**src/rtl/frame_scan_gen.sv**
```systemverilog
// Raster pixel-stream source: walks a fixed raster, reads RGB565 pixels from a
// double-banked frame buffer and emits x/y/pixel aligned on the same cycle.
//
// state | meaning
// IDLE  | no reads issued; raster parked at (0,0)
// RUN   | scanning, en held high
// DRAIN | en dropped; finishing the current frame before returning to IDLE
module frame_scan_gen #(
  parameter int H_ACTIVE = 256,
  parameter int V_ACTIVE = 208,
  parameter int H_TOTAL  = 320,
  parameter int V_TOTAL  = 320,
  parameter int OFS_W    = 16,
  parameter int RD_LAT   = 2
) (
  input  logic             clk,
  input  logic             rst,
  input  logic             en,
  input  logic             swap_req,
  output logic             swap_ack,
  output logic             ram_rd_en,
  output logic [OFS_W:0]   ram_addr,
  input  logic [15:0]      ram_rdata,
  output logic [10:0]      x_pos,
  output logic [10:0]      y_pos,
  output logic [15:0]      pix_data,
  output logic             pix_valid,
  output logic             frame_start
);

  typedef enum logic [1:0] {IDLE, RUN, DRAIN} state_t;

  state_t             state;
  logic [10:0]        h;
  logic [10:0]        v;
  logic [OFS_W-1:0]   offset;
  logic               bank;
  logic               pending;

  // Stage 0 is the issue stage (coincides with ram_rd_en); stage RD_LAT lines up with ram_rdata.
  logic [10:0]        x_d [RD_LAT+1];
  logic [10:0]        y_d [RD_LAT+1];
  logic [RD_LAT:0]    act_d;
  logic [RD_LAT:0]    fs_d;

  logic issue;
  logic h_end;
  logic v_end;
  logic frame_end;
  logic active;

  // A raster point is issued every clock while scanning, and on the IDLE->RUN edge itself.
  assign issue     = (state != IDLE) || en;
  assign h_end     = (h == 11'(H_TOTAL - 1));
  assign v_end     = (v == 11'(V_TOTAL - 1));
  assign frame_end = h_end && v_end;
  assign active    = (h < 11'(H_ACTIVE)) && (v < 11'(V_ACTIVE));

  // Sequencer: raster counters, read offset, bank swap handshake and run/drain control.
  always_ff @(posedge clk) begin
    if (!rst) begin
      state    <= IDLE;
      h        <= '0;
      v        <= '0;
      offset   <= '0;
      bank     <= 1'b0;
      pending  <= 1'b0;
      swap_ack <= 1'b0;
      ram_addr <= '0;
    end else begin
      swap_ack <= 1'b0;
      if (issue) begin
        if (active) begin
          ram_addr <= {bank, offset};
          offset   <= offset + 1'b1;
        end
        if (frame_end) begin
          h      <= '0;
          v      <= '0;
          offset <= '0;
          state  <= en ? RUN : IDLE;
          // a request arriving on the boundary cycle itself still makes this frame's swap
          if (pending || swap_req) begin
            bank     <= ~bank;
            pending  <= 1'b0;
            swap_ack <= 1'b1;
          end
        end else begin
          pending <= pending | swap_req;
          if (h_end) begin
            h <= '0;
            v <= v + 11'd1;
          end else begin
            h <= h + 11'd1;
          end
          case (state)
            IDLE:    state <= RUN;
            RUN:     if (!en) state <= DRAIN;
            default: state <= state;
          endcase
        end
      end else begin
        pending <= pending | swap_req;
      end
    end
  end

  // Position/active/frame-start delay line matching the RAM read latency.
  always_ff @(posedge clk) begin
    if (!rst) begin
      for (int i = 0; i <= RD_LAT; i++) begin
        x_d[i] <= 11'h7FF;
        y_d[i] <= 11'h7FF;
      end
      act_d <= '0;
      fs_d  <= '0;
    end else begin
      x_d[0]   <= issue ? h : 11'h7FF;
      y_d[0]   <= issue ? v : 11'h7FF;
      act_d[0] <= issue && active;
      fs_d[0]  <= issue && (h == 11'd0) && (v == 11'd0);
      for (int i = 1; i <= RD_LAT; i++) begin
        x_d[i]   <= x_d[i-1];
        y_d[i]   <= y_d[i-1];
        act_d[i] <= act_d[i-1];
        fs_d[i]  <= fs_d[i-1];
      end
    end
  end

  assign ram_rd_en   = act_d[0];
  assign x_pos       = x_d[RD_LAT];
  assign y_pos       = y_d[RD_LAT];
  assign pix_valid   = act_d[RD_LAT];
  assign frame_start = fs_d[RD_LAT];
  // Blanking forces all-ones so downstream dark-pixel counting never sees it.
  assign pix_data    = act_d[RD_LAT] ? ram_rdata : 16'hFFFF;

endmodule

```
**config.mk**
```make
export PLATFORM = sky130hd
export DESIGN_NAME = frame_scan_gen
export DESIGN_NICKNAME = d
export VERILOG_FILES = /design/src/rtl/frame_scan_gen.sv
export SDC_FILE = /design/constraint.sdc
export NUM_CORES = 1
export LEC_CHECK = 0
export BUFFER_PORTS_ARGS = -buffer_cell sky130_fd_sc_hd__buf_2
export CORE_MARGIN = 5
export CORE_UTILIZATION = 40
export CTS_CLUSTER_SIZE = 8
export DETAILED_ROUTE_END_ITERATION = 8
export PLACE_DENSITY = 0.68
export REMOVE_ABC_BUFFERS = 1
export SKIP_LAST_GASP = 1
export SYNTH_ARGS = -nofsm -noshare
export SYNTH_HDL_FRONTEND = slang
export SYNTH_SLANG_ARGS = --single-unit
```
**constraint.sdc**
```tcl
create_clock -name clk -period 3.3 [get_ports clk]
set_input_delay 0.66 -clock clk [delete_from_list [all_inputs] [get_ports clk]]
set_output_delay 0.66 -clock clk [all_outputs]
set_load 0.01 [all_outputs]
```
* Yosys cells after proc, flatten, opt, wreduce, memory -nomap -nowiden *
Memories as Yosys holds them, arrays and structs flattened.
Cells that the tools add are included.

cells by class
  $add $sub $neg = 3
  multiply operators = 0
  div/mod/pow operators = 0
  magnitude comparators = 2
  equal/unequal tests = 5
  shift operators = 0
  mux-type cells = 25
  bitwise gates (word level) = 8
  reductions and logical operators = 20

operators with widths
  kind                     count
  $mux W11                 12
  $mux W16                 3
  $add A11 B1 Y11 const B  2
  $eq A11 B9 Y1 const B    2
  $logic_not A11 Y1        2
  $add A16 B1 Y16 const B  1
  $lt A11 B8 Y1 const B    1
  $lt A11 B9 Y1 const B    1
  $reduce_and A3 Y1        3
  $mux W1                  7
  $or A1 B1 Y1             7
  $reduce_and A2 Y1        3
  $reduce_bool A2 Y1       3
  $logic_and A1 B1 Y1      5
  $mux W2                  2
  $pmux W2 S2              1
  $ne A3 B2 Y1 const B     1
  $ne A3 B3 Y1 const B     1
  $reduce_bool A3 Y1       1
  $eq A2 B1 Y1 const B     1
  $logic_not A2 Y1         1
  $logic_or A1 B1 Y1       2
  $not A1 Y1               1

storage, ports and cells
  flip-flop bits (word level) = 66
  latch bits = 0
  memory bits (writable) = 66
  memory bits (read-only) = 0
  input bits = 20
  output and inout bits = 59
  word-level logic and storage cells = 75
  memories kept = 2

memories
  memory  depth  width  read ports  clocked after memory_dff  write ports  RTL line  RTL
  x_d     3      11     3           0                         3            41        logic [10:0] x_d [RD_LAT+1];
  y_d     3      11     3           0                         3            42        logic [10:0] y_d [RD_LAT+1];

* Longest topological paths before layout *
Gate-level depths: netlist of the first run.

  depth in word-level cells = 4
  mapped depth = 7
  gate-level depth less buffers = 5

* Worst setup path after synthesis of the first run *
Ideal clock, no wire load.

  path type = reg-to-reg
  from = reg h[8]
  to = reg offset[12]
  setup time = 0.070 ns
  data arrival time = 2.221 ns
  data required time = 3.230 ns
  slack = 1.008 ns
  cell stages (with the launch flop) = 7
  buffers on the path = 2
  clock period less this slack = 2.292 ns
  path through = dfxtp_1 or4_4 or4b_1 buf_2 buf_6 or4_1 a21oi_1

between the ends
  word-level cells in the longest chain between the ends = 4
  elaborated cells between the ends (all ways) = 7
  classes of those cells = order compare (1); eq/ne (1); mux (1); reduce/logical (4)

ends and longest elaborated chain
  element                                                RTL line  RTL
  start, declared                                        34        logic [10:0] h;
  start signal, assigned                                 94        h <= h + 11'd1;
  $lt A11 B9 Y1 / $eq A11 B9 Y1 (equally long branches)  57, 54
  $logic_and A1 B1 Y1, on equally long branches          57, 56
  $reduce_bool A2 Y1 (no source line)                    n/a
  $reduce_and A2 Y1 (no source line)                     n/a
  end signal, assigned                                   75        offset <= offset + 1'b1;
  end, declared                                          36        logic [OFS_W-1:0] offset;

Several ways; a longest one is shown, not always the timed one.
A chain may end at the register's enable or synchronous reset.

* Worst setup path in the final report of the first run *
  from = reg h[8]
  to = reg offset[14]

The elaborated chain is that of the path after synthesis.

==> run summary, run 1 <==
Crit path capture type -> register
Vias in the first global route -> 3668
Cts repair resizes -> 0
Crit. Startpoint -> h[8]
Via count -> 3707
Initial Util -> 40.8%
Avg Vias per Cell -> 5.04
Layout Nets -> 600
Yosys cell types -> 41
Row count -> 40
Path depth of the worst reg2reg path -> 4
Leakage -> 2.26 nW
DRT Pass-1 Iters -> 4
Final Critical Period -> 2.71 ns
Flop-to-flop setup slack -> 0.59 ns
Port-buffer cells -> 78
WP data arrival -> 3.05 ns
Final period utilization -> 82.2%
First DRT Iteration DRCs -> 220
Die Height -> 121 um
Initial antenna violation count -> 0
Final wirelength -> 10.0 mm
Outcome -> finished, final reports clean
Most frequent cells in the layout -> 132 x dfxtp_1, 78 x nand2b_1, 78 x buf_2
Synth Warn # -> 0
CP required -> 3.64 ns
Final RePlAce weighted congestion -> 0.825
Critical path endpoint -> offset[14]
GR Overflow Total -> 0
DRC Markers -> 0
Share of cells above drive strength 1 -> 20.6%
Hold Fails Final Rpt -> 0
Pwr/cell area -> 648 nW/um^2
Fmax -> 369 MHz
Post-synth top flop -> dfxtp_1
Slew Viols, Final -> 0
Final Cell Area -> 5890 um^2
Async SR Flop Fraction -> 0%
FF+latch count, synth -> 132
Fin Setup TNS -> 0 ns
Hold WC Path Type -> reg2reg
Sequential area share after synthesis -> 53.9%
Die width -> 121 um
Max transition margin -> 37.9%
Clk buf depth -> 2
WS Path Type -> reg2reg
Filler Cell Count -> 1129
Most common cell after layout, fill and taps aside -> dfxtp_1
Wire length per cell -> 13.6 um
Mapped cell area -> 4910 um^2
CTS tree -> done
Post-synth EDFFs -> 0
Io pins -> 79
Worst Skew -> 0.00602 ns
Synth Area per Inst -> 9.45 um^2
Clock transition at the registers of the reported paths -> 0.05 ns
Setup WS post-layout -> 0.588 ns
Die area -> 14600 um^2
Final setup fails -> 0
RSZ-0062 raised after global routing -> false
Final HPWL DP -> 6.87 mm
Peak supply drop -> 0.316 mV
Crit start category -> register
First-pass GRT wire length -> 16.8 mm
Reg-to-reg startpoint -> h[8]
Worst r2r dst -> offset[14]
CTS root buf -> clkbuf_16
H-tree depth -> 4
Ant diodes -> 0
Number of routed nets with antenna violations -> 0
Setup Buffers After CTS -> 0
Total GRT Usage -> 14.4%
Clk_lat worst skew -> 0.41 ns
CTS sink cnt -> 132
Post-Syn Instances -> 519
Worst-margin pin slew -> 0.931 ns
Core footprint -> 12000 um^2
Dpl ws -> 0.562 ns
Area delta synth->final -> 20.1%
Max-cap violations -> 0
Post-DP Area -> 5270 um^2
TritonCTS Buffers -> 17
# hold bufs at CTS -> 0
Crit Path Max Fanout -> 32
Pin count of the biggest net entering global routing -> 46
[Yosys cell counts (10+ instances only)]
library cell | instances | area, um^2
inv_1 | 10 | 37.5
a21boi_0 | 10 | 75.1
and2_1 | 11 | 68.8
clkbuf_1 | 25 | 93.8
dfxtp_1 | 132 | 2640
nor2_1 | 23 | 86.3
o31ai_1 | 14 | 105
o21ai_0 | 10 | 50.1
a21oi_1 | 32 | 160
nand2b_1 | 78 | 488
buf_4 | 22 | 165
nand2_1 | 50 | 188
or4_1 | 16 | 120
nand4_1 | 13 | 81.3
nand3_1 | 17 | 85.1
[worst max-delay path, cell delays in order, from the launching register on]
cell	delay, ns
dfxtp_1	0.35
or4_4	0.57
or4b_1	0.92
or4_1	0.65
a21oi_1	0.15
[logic make-up (layout without fill, tap and decap cells)]
logic type	count (synthesis)	in the layout	synth area share (%)
compound gates	74	74	9.31
fa+ha+maj	5	5	1.28
buf+inv	59	128	6.38
simple gates	237	237	27.0
mux	2	2	0.408
xor+xnor	10	10	1.79
flops	132	132	53.9
[metrics by stage]
stage               util [%]  hold slack [ns]  cells  total power (W)
floorplan                  -            0.386    470          0.00183
global route            49.0            0.414    735          0.00397
global placement        43.9            0.392    703          0.00193
detailed placement      43.9            0.391    703          0.00193
finish                  49.0            0.402    735          0.00382
CTS                     49.0            0.402    735          0.00387
[area by class of cell]
type | count | area (um^2) | area share, %
multi-input cells | 328 | 1960 | 33.2
clock buffers | 20 | 467 | 7.92
well taps | 147 | 184 | 3.12
inverters | 10 | 37.5 | 0.637
flip-flops and latches | 132 | 2640 | 44.9
clock inverters | 12 | 153 | 2.59
repair buffers | 86 | 450 | 7.65
[state kept, by name, indices dropped and copies added, names as in the netlist]
name / cells
act_d: 3
ram_addr: 17
h: 11
bank: 1
offset: 16
pending: 1
y_d: 33
swap_ack: 1
v: 11
fs_d: 3
state: 2
x_d: 33
[power by group]
group | internal, W | total [W] | switching (W) | leakage (nW)
Sequential | 0.00167 | 0.00169 | 0.0000267 | 1.08
Combinational | 0.0000841 | 0.000200 | 0.000116 | 0.882
Clock | 0.00125 | 0.00192 | 0.000679 | 0.294
Total | 0.00300 | 0.00382 | 0.000822 | 2.26
[routing by layer]
metal  vias to the layer above  share of wire, %  track usage, %
met5                         -                 0               0
met4                         0               1.4            6.80
met3                        14               5.9            5.43
met2                       102                49            24.0
met1                      1739                44            16.4
li1                       1852                 -               -
[worst min path at each step]
stage,startpoint,end,cells after the start
2_1_floorplan,x_d[0][0],x_d[0][11],1
3_3_place_gp,y_d[0][9],y_d[0][20],1
3_5_place_dp,y_d[0][5],y_d[0][16],1
4_1_cts,y_d[0][5],y_d[0][16],1
5_1_grt,x_d[0][16],x_d[0][27],1
6_report,y_d[0][5],y_d[0][16],1
Note: power is estimated with default switching activity, not from simulation.
==> run 2: changes to the inputs <==
PLACE_DENSITY = 0.7   (was 0.68)
clock period = 2.3 ns   (was 3.3 ns; I/O delays follow)
==> run summary, run 2 (same netlist as run 1, synthesis figures left out) <==
RSZ-0062 raised after global routing -> true
Reg-to-reg startpoint -> h[8]
WP data arrival -> 2.65 ns (-0.40 ns)
Area delta synth->final -> 23.9%
Via count -> 3820 (+3.0%)
Peak supply drop -> 0.549 mV (+74%)
Placed Cells incl. Taps -> 713 (+1.4%)
First-pass GRT wire length -> 17.0 mm (+1.2%)
WP buf/inv -> 1 (+1)
H-tree depth -> 4 (unchanged)
Cell family with most CP delay -> simple AND/OR/NAND/NOR gates
WS Path Type -> reg2reg
First DRT Iteration DRCs -> 314 (+43%)
Fmax -> 434 MHz (+18%)
Die area -> 14600 um^2 (unchanged)
Worst path slowest cell -> or4b_4
Number of routed nets with antenna violations -> 0 (unchanged)
Worst Skew -> 0.00871 ns (+0.00269 ns)
Crit path capture type -> register
Final period utilization -> 100% (+18 points)
Hold WC Path Type -> in2reg
Crit. Startpoint -> h[8]
Hold depth -> 3 (+2)
Final HPWL DP -> 6.87 mm (about the same)
HP Start -> swap_req
Crit path cell chain -> or4_4 > or4b_4 > buf_12 > or4_1 > a21oi_2
CTS sink cnt -> 132 (unchanged)
Clk_lat worst skew -> 0.41 ns (about the same)
Final RePlAce weighted congestion -> 0.912 (+11%)
Hold_ws -> 0.280 ns (-0.121 ns)
CP required -> 2.65 ns (-0.99 ns)
Port-buffer cells -> 78 (unchanged)
Initial Util -> 40.8% (unchanged)
Setup WS post-layout -> -0.00479 ns (-0.593 ns)
WHS Endpoint -> pending
CTS tree -> done
Hold Fails Final Rpt -> 0 (unchanged)
Share of cells above drive strength 1 -> 23.3% (+2.8 points)
Clk buf depth -> 2 (unchanged)
Max-cap violations -> 0 (unchanged)
Max transition margin -> 66.2% (+28 points)
# hold bufs at CTS -> 0 (unchanged)
Violated checks -> setup timing
Most common cell after layout, fill and taps aside -> dfxtp_1
Layout Nets -> 612 (+2.0%)
DRC Markers -> 0 (unchanged)
Die width -> 121 um (unchanged)
TritonCTS Buffers -> 17 (unchanged)
Leakage -> 2.35 nW (+4.0%)
Total GRT Usage -> 14.5% (+0.047 points)
Crit Path Max Fanout -> 17 (-47%)
Worst stage delay on the critical path -> 0.55 ns (-0.37 ns)
Worst r2r dst -> offset[5]
Io pins -> 79 (unchanged)
Core footprint -> 12000 um^2 (unchanged)
Row count -> 40 (unchanged)
Worst-margin pin slew -> 0.506 ns (-0.425 ns)
Path depth of the worst reg2reg path -> 5 (+1)
DRT Pass-1 Iters -> 5 (+1)
CTS root buf -> clkbuf_16
Final Critical Period -> 2.30 ns (-0.407 ns)
Crit start category -> register
Ant diodes -> 0 (unchanged)
Wire length per cell -> 14.0 um (+2.5%)
GR Overflow Total -> 0 (unchanged)
Pwr/cell area -> 917 nW/um^2 (+41%)
Clock transition at the registers of the reported paths -> 0.06 ns (about the same)
Final setup fails -> 1 (+1)
Avg Vias per Cell -> 5.11 (+1.4%)
Pin count of the biggest net entering global routing -> 80 (+74%)
Die Height -> 121 um (unchanged)
Initial antenna violation count -> 0 (unchanged)
Most frequent cells in the layout -> 132 x dfxtp_1, 78 x nand2b_1, 78 x buf_2
Layout Cells excl Fill -> 747 (+1.6%)
Final wirelength -> 10.4 mm (+4.2%)
Slew Viols, Final -> 0 (unchanged)
Vias in the first global route -> 3723 (+1.5%)
Biggest regs -> x_d: 33 flops, y_d: 33 flops, ram_addr: 17 flops
Outcome -> complete, but fails checks
Flop-to-flop setup slack -> -0.005 ns (-0.59 ns)
Tot Pwr -> 0.00557 W (+46%)
==> run 2: changes by cell type in the layout (fill, tap and decap cells not counted), sizes merged <==
cell / previous run / this run
buf: 86 / 97
clkinv: 4 / 6
clkinvlp: 4 / 2
bufinv: 3 / 4
clkbuf: 20 / 21
inv: 11 / 10
==> run 2: tightest hold or removal path, stage by stage <==
cell and delay, ns:
buf_2 0.08, nor2_1 0.04, nor2_1 0.07
==> run 2: stage by stage <==
step	TNS, ns	setup WS, ns	utilization [%]	area, um^2
2_1_floorplan	-4.65	-0.291	-	4630
4_1_cts	0	0.00773	50.0	6000
3_5_place_dp	-0.00446	-0.00446	44.7	5370
3_3_place_gp	0	0.0226	44.7	5370
6_report	-0.00479	-0.00479	50.6	6080
5_1_grt	-0.179	-0.0450	50.6	6080
==> run 2: cell type report <==
class / count / area, um^2
inverters: 10 / 37.5
repair buffers: 98 / 596
multi-input cells: 328 / 1990
clock inverters: 12 / 180
flip-flops and latches: 132 / 2640
fillers: 1098 / 5930
well taps: 147 / 184
clock buffers: 20 / 447
==> run 2: power breakdown <==
part           switching [W]  internal [W]  leakage [nW]
sequential         0.0000403       0.00239          1.08
clock               0.000981       0.00184         0.300
combinational       0.000176      0.000143         0.966
==> run 2: worst max-delay path by stage <==
stage / to / slack [ns] / cells after the start
4_1_cts: offset[15] / 0.008 / 5
5_1_grt: offset[5] / -0.04 / 5
2_1_floorplan: offset[10] / -0.29 / 4
6_report: offset[5] / -0.005 / 5
3_5_place_dp: offset[14] / -0.004 / 5
3_3_place_gp: offset[7] / 0.02 / 5
==> run 2: layer usage <==
metal	vias up	routed length (um)	global-route usage, %
li1	1884	-	-
met1	1775	4430	16.4
met2	142	5140	24.8
met3	19	704	4.77
met4	0	172	6.16
met5	-	0	0
==> run 2: what timing repair did <==
| item | 4_1_cts | 5_1_grt |
|---|---|---|
| resized for setup | 1 | 11 |
| pin swaps | 0 | 6 |
| setup endpoints to repair | 6 | 12 |
| gates cloned | 0 | 1 |
| setup buffers | 0 | 1 |
==> run 3: changes to the inputs <==
REMOVE_ABC_BUFFERS = unset   (was 1)
==> run summary, run 3 (same netlist as run 1, synthesis figures left out) <==
Area delta synth->final -> 22.2%
Hold_ws -> 0.306 ns (+0.0258 ns)
Number of routed nets with antenna violations -> 0 (unchanged)
Worst Skew -> 0.0104 ns (+0.00170 ns)
Layout Nets -> 613 (+0.16%)
Hold WC Path Type -> in2reg
Most frequent cells in the layout -> 132 x dfxtp_1, 78 x nand2b_1, 78 x buf_2
Port-buffer cells -> 78 (unchanged)
Die Height -> 121 um (unchanged)
Max transition margin -> 65.0% (-1.2 points)
Filler Cell Count -> 1116 (+1.6%)
Final HPWL DP -> 6.73 mm (-2.0%)
First-pass GRT wire length -> 16.3 mm (-4.4%)
Final setup fails -> 0 (-1)
WS Path Type -> reg2reg
Initial Util -> 40.8% (unchanged)
CTS tree -> done
# hold bufs at CTS -> 0 (unchanged)
Row count -> 40 (unchanged)
Vias in the first global route -> 3454 (-7.2%)
First DRT Iteration DRCs -> 199 (-37%)
Path depth of the worst reg2reg path -> 5 (unchanged)
WHS Endpoint -> pending
H-tree depth -> 4 (unchanged)
Fmax -> 444 MHz (+2.2%)
Leakage -> 2.32 nW (-1.1%)
Final period utilization -> 98.0% (-2.2 points)
Final Cell Area -> 6000 um^2 (-1.4%)
Crit path capture type -> register
Io pins -> 79 (unchanged)
Most common cell after layout, fill and taps aside -> dfxtp_1
Ant diodes -> 0 (unchanged)
Final RePlAce weighted congestion -> 0.856 (-6.1%)
Worst-margin pin slew -> 0.524 ns (+0.0179 ns)
Via count -> 3748 (-1.9%)
GR Overflow Total -> 0 (unchanged)
Slew Viols, Final -> 0 (unchanged)
Die width -> 121 um (unchanged)
CP required -> 2.64 ns (about the same)
Outcome -> finished, final reports clean
Die area -> 14600 um^2 (unchanged)
Crit start category -> register
Core footprint -> 12000 um^2 (unchanged)
Final core occ -> 49.9% (-0.69 points)
Max-cap violations -> 0 (unchanged)
Clk_lat worst skew -> 0.41 ns (about the same)
WP data arrival -> 2.60 ns (-0.05 ns)
Hold Fails Final Rpt -> 0 (unchanged)
TritonCTS Buffers -> 17 (unchanged)
Clk buf depth -> 2 (unchanged)
Fin Setup TNS -> 0 ns (+0.00479 ns)
Flop-to-flop setup slack -> 0.05 ns (+0.05 ns)
Share of cells above drive strength 1 -> 23.3% (-0.039 points)
Post-Syn Nets -> 544
Final wirelength -> 9.84 mm (-5.8%)
Worst r2r dst -> offset[15]
Total GRT Usage -> 13.8% (-0.67 points)
Pin count of the biggest net entering global routing -> 44 (-45%)
Biggest regs -> x_d: 33 flops, y_d: 33 flops, ram_addr: 17 flops
Crit Path Max Fanout -> 28 (+11)
Layout Cells excl Fill -> 748 (+0.13%)
CTS root buf -> clkbuf_16
Avg Vias per Cell -> 5.01 (-2.0%)
DRT Pass-1 Iters -> 4 (-1)
Final Critical Period -> 2.25 ns (-0.0500 ns)
Crit. Startpoint -> h[8]
Placed Cells incl. Taps -> 716 (+0.42%)
Wire length per cell -> 13.2 um (-5.9%)
Hold depth -> 3 (unchanged)
DRC Markers -> 0 (unchanged)
Initial antenna violation count -> 0 (unchanged)
RSZ-0062 raised after global routing -> true
Pwr/cell area -> 894 nW/um^2 (-2.5%)
Peak supply drop -> 0.509 mV (-7.3%)
CTS sink cnt -> 132 (unchanged)
Reg-to-reg startpoint -> h[8]
Clock transition at the registers of the reported paths -> 0.06 ns (about the same)
HP Start -> swap_req
Post-DP Area -> 5370 um^2 (about the same)
## run 3: cell types whose count changed in the layout (fill, tap and decap cells not counted)
cell       delta
buf_12        -2
buf_4         +4
bufinv_16     -2
clkbuf_1      -1
clkbuf_16     -1
clkinv_4      -2
inv_6         +5
o31ai_1       +2
o31ai_2       -2
## run 3: cell type report
cell class	instances	area (um^2)	area share [%]
flip-flops and latches	132	2640	44.1
clock inverters	13	146	2.44
clock buffers	19	443	7.39
well taps	147	184	3.07
inverters	10	37.5	0.626
repair buffers	99	561	9.35
multi-input cells	328	1980	33.1
## run 3: repair_timing
item / in CTS / in global routing
endpoints found under the setup margin: 2 / 12
endpoints found under the hold margin: 0 / 0
setup buffers: 0 / 0
gates resized for setup: 1 / 9
pin swaps: 0 / 0
## run 3: worst max-delay path, stage by stage, from the launching register on
cell and delay [ns]:
dfxtp_1 0.30, or4_4 0.53, or4b_4 0.51, buf_12 0.17
or4_1 0.52, a21oi_2 0.15
## run 3: power breakdown
group / switching, W / internal (W) / leakage, nW / total, W
combinational: 0.000165 / 0.000131 / 0.955 / 0.000296
clock: 0.000998 / 0.00164 / 0.285 / 0.00264
sequential: 0.0000393 / 0.00239 / 1.08 / 0.00243
total: 0.00120 / 0.00416 / 2.32 / 0.00536
## run 3: worst max path at each step
stage / endpoint / slack (ns)
global placement: offset[15] / 0.04
CTS: offset[15] / 0.01
floorplan: offset[12] / 0.008
finish: offset[15] / 0.05
detailed placement: offset[15] / 0.005
global route: offset[15] / -0.03
## run 3: layer usage
layer	track usage (%)	wire, um	share of wire [%]	vias up
met5	0	0	0	-
met4	5.81	168	1.7	0
met3	4.16	604	6.1	13
met2	22.7	4690	48	116
met1	16.8	4370	44	1729
li1	-	-	-	1890
## run 3: through the flow
step                      worst slack, ns  total power (W)
final                              0.0453          0.00536
after global placement             0.0448          0.00276
after floorplan                   0.00823          0.00268
after CTS                          0.0142          0.00542
after detailed placement          0.00491          0.00277
after global routing              -0.0303          0.00557
